<file path="config.mk">
export PLATFORM = sky130hd
export DESIGN_NAME = usb_fs_rx_phy
export DESIGN_NICKNAME = d
export VERILOG_FILES = /design/src/rtl/usb_phy_pkg.sv /design/src/rtl/usb_rx_dpll.sv /design/src/rtl/usb_fs_rx_phy.sv
export SDC_FILE = /design/constraint.sdc
export NUM_CORES = 1
export LEC_CHECK = 0
export BUFFER_PORTS_ARGS = -buffer_cell sky130_fd_sc_hd__buf_2
export CAP_MARGIN = 20
export CELL_PAD_IN_SITES_DETAIL_PLACEMENT = 1
export CELL_PAD_IN_SITES_GLOBAL_PLACEMENT = 1
export CORE_ASPECT_RATIO = 1.25
export CORE_MARGIN = 2
export CORE_UTILIZATION = 45
export DETAILED_ROUTE_END_ITERATION = 7
export PLACE_DENSITY_LB_ADDON = 0.1
export RECOVER_POWER = 50
export SETUP_SLACK_MARGIN = 0.02
export SLEW_MARGIN = 30
export SYNTH_ARGS = -nofsm -noshare
export SYNTH_HDL_FRONTEND = slang
export SYNTH_SLANG_ARGS = --single-unit
</file>
<file path="constraint.sdc">
create_clock -name clk_48mhz -period 4.8 [get_ports clk_48mhz]
set_input_delay 1.2 -clock clk_48mhz [delete_from_list [all_inputs] [get_ports clk_48mhz]]
set_output_delay 1.2 -clock clk_48mhz [all_outputs]
set_load 0.01 [all_outputs]
</file>
<file path="src/rtl/usb_phy_pkg.sv">
// Shared definitions for the USB full-speed PHY (receive and transmit sides).
// Contents:
//   CLKS_PER_BIT_DEF    - clk_48mhz cycles per 12 Mb/s bit
//   RESET_SE0_CLKS_DEF  - SE0 clocks (2.5 us) that flag a bus reset
//   line_state_t        - bus line state, encoded as {D-, D+}
//   rx_state_t          - receive FSM state
package usb_phy_pkg;

    localparam int CLKS_PER_BIT_DEF   = 4;
    localparam int RESET_SE0_CLKS_DEF = 120;

    // Zeros that must precede the closing 1 of SYNC, and the run of 1s after
    // which the transmitter inserts a stuff bit.
    localparam int SYNC_MIN_ZEROS = 5;
    localparam int STUFF_RUN      = 6;

    typedef enum logic [1:0] {
        LS_SE0 = 2'd0,
        LS_J   = 2'd1,
        LS_K   = 2'd2,
        LS_SE1 = 2'd3
    } line_state_t;

    typedef enum logic [1:0] {
        RX_IDLE  = 2'd0,
        RX_SYNC  = 2'd1,
        RX_DATA  = 2'd2,
        RX_ERROR = 2'd3
    } rx_state_t;

endpackage

</file>
<file path="src/rtl/usb_rx_dpll.sv">
// Input synchronizer and bit-recovery DPLL for the full-speed receiver.
// Ports:
//   clk_48mhz, reset  - 48 MHz clock, synchronous active-high reset
//   dp_raw, dn_raw    - asynchronous D+/D- from the pad buffer
//   line_state        - synchronized line state {D-, D+}
//   sample_stb        - high for one clock at the centre of each bit cell
module usb_rx_dpll
    import usb_phy_pkg::*;
#(
    parameter int CLKS_PER_BIT = CLKS_PER_BIT_DEF
) (
    input  logic        clk_48mhz,
    input  logic        reset,
    input  logic        dp_raw,
    input  logic        dn_raw,
    output line_state_t line_state,
    output logic        sample_stb
);

    localparam int PW = (CLKS_PER_BIT > 2) ? $clog2(CLKS_PER_BIT) : 2;

    logic [1:0]    dp_sync_q;
    logic [1:0]    dn_sync_q;
    line_state_t   prev_ls_q;
    logic [PW-1:0] phase_q;
    logic [PW-1:0] phase_d;

    assign line_state = line_state_t'({dn_sync_q[1], dp_sync_q[1]});

    // phase_d is the phase of the current clock: 0 on the clock where the
    // line changes, so the strobe lands two clocks into every bit cell and
    // every CLKS_PER_BIT clocks during a run of identical bits.
    always_comb begin
        if (line_state != prev_ls_q) begin
            phase_d = '0;
        end else if (phase_q == PW'(CLKS_PER_BIT - 1)) begin
            phase_d = '0;
        end else begin
            phase_d = phase_q + 1'b1;
        end
    end

    assign sample_stb = (phase_d == PW'(2));

    always_ff @(posedge clk_48mhz) begin
        if (reset) begin
            dp_sync_q <= 2'b11;
            dn_sync_q <= 2'b00;
            prev_ls_q <= LS_J;
            phase_q   <= '0;
        end else begin
            dp_sync_q <= {dp_sync_q[0], dp_raw};
            dn_sync_q <= {dn_sync_q[0], dn_raw};
            prev_ls_q <= line_state;
            phase_q   <= phase_d;
        end
    end

endmodule

</file>
<file path="src/rtl/usb_fs_rx_phy.sv">
// USB full-speed receive PHY: synchronizer/DPLL, NRZI decode, SYNC search,
// bit unstuffing, byte assembly, EOP and bus-reset detection.
// Ports:
//   clk_48mhz, reset  - 48 MHz clock, synchronous active-high reset
//   dp_raw, dn_raw    - asynchronous D+/D- from the pad buffer
//   rx_en             - low while the local transmitter drives the bus
//   line_state        - synchronized line state (0 SE0, 1 J, 2 K, 3 SE1)
//   pkt_start         - one-clock pulse when SYNC completes
//   data, data_valid  - received byte and its one-clock qualifier
//   pkt_end, pkt_err  - one-clock EOP pulse; pkt_err is meaningful only with it
//   usb_reset_det     - high while SE0 has lasted RESET_SE0_CLKS clocks or more
//   rx_state_dbg      - current receive FSM state, for observation only
// Output protocol: there is no back-pressure. pkt_start, data_valid and
// pkt_end are single-clock strobes with no ready; the consumer must take
// data in the clock data_valid is high and pkt_err in the clock pkt_end is.
module usb_fs_rx_phy
    import usb_phy_pkg::*;
#(
    parameter int CLKS_PER_BIT   = CLKS_PER_BIT_DEF,
    parameter int RESET_SE0_CLKS = RESET_SE0_CLKS_DEF
) (
    input  logic       clk_48mhz,
    input  logic       reset,
    input  logic       dp_raw,
    input  logic       dn_raw,
    input  logic       rx_en,
    output logic [1:0] line_state,
    output logic       pkt_start,
    output logic [7:0] data,
    output logic       data_valid,
    output logic       pkt_end,
    output logic       pkt_err,
    output logic       usb_reset_det,
    output rx_state_t  rx_state_dbg
);

    localparam int CW = $clog2(RESET_SE0_CLKS + 1);

    line_state_t ls;
    logic        sample_stb;
    logic        nrzi_bit;

    rx_state_t   state_q;
    line_state_t last_sample_q;
    logic [2:0]  zero_cnt_q;
    logic [2:0]  ones_cnt_q;
    logic [2:0]  bit_cnt_q;
    logic [6:0]  shift_q;
    logic        err_q;
    logic        se0_seen_q;
    logic [7:0]  data_q;
    logic        pkt_start_q;
    logic        data_valid_q;
    logic        pkt_end_q;
    logic        pkt_err_q;
    logic [CW-1:0] se0_cnt_q;
    logic [CW-1:0] se0_cnt_d;
    logic        usb_reset_det_q;

    usb_rx_dpll #(
        .CLKS_PER_BIT(CLKS_PER_BIT)
    ) u_dpll (
        .clk_48mhz (clk_48mhz),
        .reset     (reset),
        .dp_raw    (dp_raw),
        .dn_raw    (dn_raw),
        .line_state(ls),
        .sample_stb(sample_stb)
    );

    // NRZI: no change since the previous sample is a 1.
    assign nrzi_bit = (ls == last_sample_q);

    always_ff @(posedge clk_48mhz) begin
        if (reset) begin
            state_q       <= RX_IDLE;
            last_sample_q <= LS_J;
            zero_cnt_q    <= '0;
            ones_cnt_q    <= '0;
            bit_cnt_q     <= '0;
            shift_q       <= '0;
            err_q         <= 1'b0;
            se0_seen_q    <= 1'b0;
            data_q        <= '0;
            pkt_start_q   <= 1'b0;
            data_valid_q  <= 1'b0;
            pkt_end_q     <= 1'b0;
            pkt_err_q     <= 1'b0;
        end else begin
            pkt_start_q  <= 1'b0;
            data_valid_q <= 1'b0;
            pkt_end_q    <= 1'b0;
            pkt_err_q    <= 1'b0;
            if (sample_stb) begin
                last_sample_q <= ls;
            end
            if (!rx_en) begin
                // Own transmitter owns the bus: drop any packet silently.
                state_q    <= RX_IDLE;
                zero_cnt_q <= '0;
                ones_cnt_q <= '0;
                bit_cnt_q  <= '0;
                err_q      <= 1'b0;
                se0_seen_q <= 1'b0;
            end else if (sample_stb) begin
                case (state_q)
                    RX_IDLE: begin
                        if (ls == LS_K) begin
                            state_q    <= RX_SYNC;
                            zero_cnt_q <= 3'd1;  // the J->K edge is itself a 0
                        end
                    end
                    RX_SYNC: begin
                        if (ls == LS_SE0) begin
                            state_q <= RX_IDLE;
                        end else if (ls == LS_SE1) begin
                            err_q   <= 1'b1;
                            state_q <= RX_ERROR;
                        end else if (nrzi_bit) begin
                            if (zero_cnt_q >= 3'(SYNC_MIN_ZEROS)) begin
                                state_q     <= RX_DATA;
                                pkt_start_q <= 1'b1;
                                ones_cnt_q  <= '0;
                                bit_cnt_q   <= '0;
                                err_q       <= 1'b0;
                                se0_seen_q  <= 1'b0;
                            end else begin
                                state_q <= RX_IDLE;
                            end
                        end else if (zero_cnt_q != 3'd7) begin
                            zero_cnt_q <= zero_cnt_q + 3'd1;
                        end
                    end
                    RX_DATA: begin
                        if (ls == LS_SE0) begin
                            se0_seen_q <= 1'b1;
                        end else if (ls == LS_J && se0_seen_q) begin
                            pkt_end_q  <= 1'b1;
                            pkt_err_q  <= err_q | (bit_cnt_q != 3'd0);
                            state_q    <= RX_IDLE;
                            se0_seen_q <= 1'b0;
                            err_q      <= 1'b0;
                        end else if (ls == LS_SE1 || se0_seen_q) begin
                            // SE1, or SE0 not followed by J, is a broken line.
                            err_q      <= 1'b1;
                            se0_seen_q <= 1'b0;
                            state_q    <= RX_ERROR;
                        end else if (ones_cnt_q == 3'(STUFF_RUN)) begin
                            // Stuff bit position: must be 0 and is dropped.
                            if (nrzi_bit) begin
                                err_q   <= 1'b1;
                                state_q <= RX_ERROR;
                            end else begin
                                ones_cnt_q <= '0;
                            end
                        end else begin
                            ones_cnt_q <= nrzi_bit ? ones_cnt_q + 3'd1 : 3'd0;
                            shift_q    <= {nrzi_bit, shift_q[6:1]};
                            bit_cnt_q  <= bit_cnt_q + 3'd1;
                            if (bit_cnt_q == 3'd7) begin
                                data_q       <= {nrzi_bit, shift_q};
                                data_valid_q <= 1'b1;
                            end
                        end
                    end
                    RX_ERROR: begin
                        if (ls == LS_SE0) begin
                            se0_seen_q <= 1'b1;
                        end else if (ls == LS_J && se0_seen_q) begin
                            pkt_end_q  <= 1'b1;
                            pkt_err_q  <= 1'b1;
                            state_q    <= RX_IDLE;
                            se0_seen_q <= 1'b0;
                            err_q      <= 1'b0;
                        end else begin
                            se0_seen_q <= 1'b0;
                        end
                    end
                    default: state_q <= RX_IDLE;
                endcase
            end
        end
    end

    // Bus reset: consecutive SE0 clocks, saturating, independent of rx_en.
    always_comb begin
        if (ls != LS_SE0) begin
            se0_cnt_d = '0;
        end else if (se0_cnt_q == CW'(RESET_SE0_CLKS)) begin
            se0_cnt_d = se0_cnt_q;
        end else begin
            se0_cnt_d = se0_cnt_q + 1'b1;
        end
    end

    always_ff @(posedge clk_48mhz) begin
        if (reset) begin
            se0_cnt_q       <= '0;
            usb_reset_det_q <= 1'b0;
        end else begin
            se0_cnt_q       <= se0_cnt_d;
            usb_reset_det_q <= (se0_cnt_d == CW'(RESET_SE0_CLKS));
        end
    end

    assign line_state    = ls;
    assign pkt_start     = pkt_start_q;
    assign data          = data_q;
    assign data_valid    = data_valid_q;
    assign pkt_end       = pkt_end_q;
    assign pkt_err       = pkt_err_q;
    assign usb_reset_det = usb_reset_det_q;
    assign rx_state_dbg  = state_q;

endmodule
</file>
==> flow_summary.ini <==
[sta]
slew-limit-headroom = 0.2956
tns_ps = 0
period_share = 0.5609
worst_pin_slew_ps = 1057
skew_ps = 8.520
layout_setup_ws_ps = 2108
drv_slew = 0
rsz0062_at_grt = false
clock.fmax_mhz = 371.4
hold_viol = 0
setup_viol = 0
fin_crit_ps = 2692

[global_route]
grt_max_degree = 29
first_global_vias = 1835
grt_usage = 0.1828
grt_overflow = 0
grt_pass1_wl_um = 8935
antenna_found_initial = 0

[layout]
final_cells = 347
n_antenna_cell = 0
fin_area_um2 = 2684
area_growth_pct = 9.049
multi_input_area_um2 = 1353
nets = 298
regArea_um2 = 1001
drive_gt1_frac = 0.09187
fillers = 643

[yosys]
syn-num-nets = 283
synth-seq-area-share = 0.4067
ys.flop_type = dfxtp_1
synth_top_area_frac = 0.4067
synthArstFlopShare = 0
yosys.area.top_type = dfxtp_1
synth.top_cells.by_count = dfxtp_1 (50), nand2_1 (23), nor2_1 (22)
yosys.cell_count.top_type = dfxtp_1
ys_types = 61
synth_area_leaders = dfxtp_1 (41%), mux2i_1 (6.1%), ha_1 (5.6%)
ys_warn_count = 0
synth-seq-cells = 50
synth_edf_count = 0
synth_area_um2 = 2461
syn_area_per_cell_um2 = 9.218
synthCells = 267

[pwr]
internal_power_uw = 593.3
cellPowerDensity_nw_per_um2 = 291.0
vdd_drop_max_mv = 0.1856
p_switching_uw = 187.5
cellLeakagePower_nw = 1.097
clkPwrFrac = 0.403
seqPwrFrac = 0.545
swShare = 0.2402
share_comb_of_total_power = 0.052

[placement]
place.gp.congestion = 0.8340
place_inst = 339
hpwl_um = 3825
io_buffers = 21
place_area_um2 = 2584
pre_cts_slack_ps = 2181

[worst_setup_path]
crit_family = simple AND/OR/NAND/NOR gates
cp-start-kind = input port
cp-end-kind = register
cp_max_fo = 28
worstPathRequired_ps = 5010
critPathKind = input port to register
cp_cell_sequence = clkbuf_1 -> nor2b_1 -> and2_1 -> and4_1 -> o41a_1
critPathSlowestCell = clkbuf_1
critPathBufInv = 1
crit_path_max_incr_delay_ps = 760
crit_arrival_ps = 2900

[floorplanning]
die_area_um2 = 6081
die_y_um = 86.69
io_pins = 22
row_count = 30
die_w_um = 70.15
core_region_area_um2 = 5368
start_util = 0.4585

[detailed_routing]
detail_route.wl_per_cell_um = 15.03
drc_errors = 0
ant_nets = 0
drtIter0Drc = 65
num_vias = 1897
finalWirelength_um = 5215
first_pass_iters = 4
vias_per_cell = 5.467

[clock_network]
cts.hold.buffers_added = 0
cts_tree = yes
cts_resized = 0
clock_sinks = 50
cts_root_buffer = clkbuf_8
cts_setup_buffers = 0
htreeDepth = 2
worstSkewPairLatency_ps = 310
clkSlewWorstSetupHoldPaths_ps = 100
numCtsBuffers = 5
clockBufferDepth = 2

[min_path]
hold_path.class = register to register

[run]
drv_cap = 0

[run_status]
status = completed
-- registers in the layout (all words and copies together) (netlist names) --
signal,cells
data,8
se0_cnt_q,7
shift_q,7
bit_cnt_q,3
ones_cnt_q,3
zero_cnt_q,3
last_sample_q,2
rx_state_dbg,2
u_dpll.dn_sync_q,2
u_dpll.dp_sync_q,2
u_dpll.phase_q,2
u_dpll.prev_ls_q,2
data_valid,1
err_q,1
pkt_end,1
pkt_err,1
pkt_start,1
se0_seen_q,1
usb_reset_det,1
-- per-layer routing --
metal  wire (um)  GRT usage  vias up
li1            -          -      972
met2        2717     0.3255       25
met5           0          0        -
met3         127    0.03605        8
met1        2299     0.2213      892
met4          72    0.05944        0
-- area by class of cell --
type / instances / area share
multi-input combinational: 192 / 0.5040
sequential: 50 / 0.3730
timing repair buffer: 21 / 0.03263
tap: 64 / 0.02984
clock buffer: 5 / 0.02564
clock inverter: 3 / 0.01818
inverter: 12 / 0.01678
-- metrics by stage --
stage | utilization | power (mW) | hold slack [ps]
floorplan | - | 0.4660 | 389.5
global placement | 0.4814 | 0.4755 | 391.4
detailed placement | 0.4814 | 0.4769 | 398.3
CTS | 0.5033 | 0.7920 | 423.2
global route | 0.5000 | 0.8128 | 445.6
finish | 0.5000 | 0.7809 | 419.3
-- power groups by stage --
stage          clock network, mW  registers (mW)  logic (mW)
3_3_place_gp                   0           0.435      0.0403
2_1_floorplan                  0           0.433      0.0331
5_1_grt                    0.340           0.427      0.0454
4_1_cts                    0.325           0.426      0.0414
3_5_place_dp                   0           0.436      0.0414
6_report                   0.315           0.426      0.0403
-- cell families after synthesis --
family | after synthesis | synth area share
xor+xnor | 9 | 0.03203
fa+ha+maj | 12 | 0.05999
simple gates | 107 | 0.2506
buf+inv | 25 | 0.04372
mux | 15 | 0.06100
flops | 50 | 0.4067
compound gates | 49 | 0.1459
-- worst paths after layout --
path / start / end / slack [ps] / cells past startpoint
max: reset / pkt_err / 2110 / 5
min: u_dpll.dp_sync_q[0] / u_dpll.dp_sync_q[1] / 420 / 1
max reg2reg: u_dpll.dp_sync_q[1] / ones_cnt_q[0] / 2230 / 5
min reg2reg: u_dpll.dp_sync_q[0] / u_dpll.dp_sync_q[1] / 420 / 1
-- layout by cell type, fill, tap and decap left out, drive strengths merged, types with 3 or more instances in the layout --
master  netlist  routed
a21oi        13      13
buf           9       7
clkbuf        4      19
dfxtp        50      50
ha           11      11
inv          12      13
mux2i        15      15
nand2        23      23
nand2b        8       8
nand3         9       9
nand4         3       3
nor2         22      22
nor2b         6       6
nor3b         3       3
o21ai        11      11
or2           8       8
or3           5       5
xnor2         6       6
xor2          3       3
No activity file was read; power rests on OpenSTA's default activity.
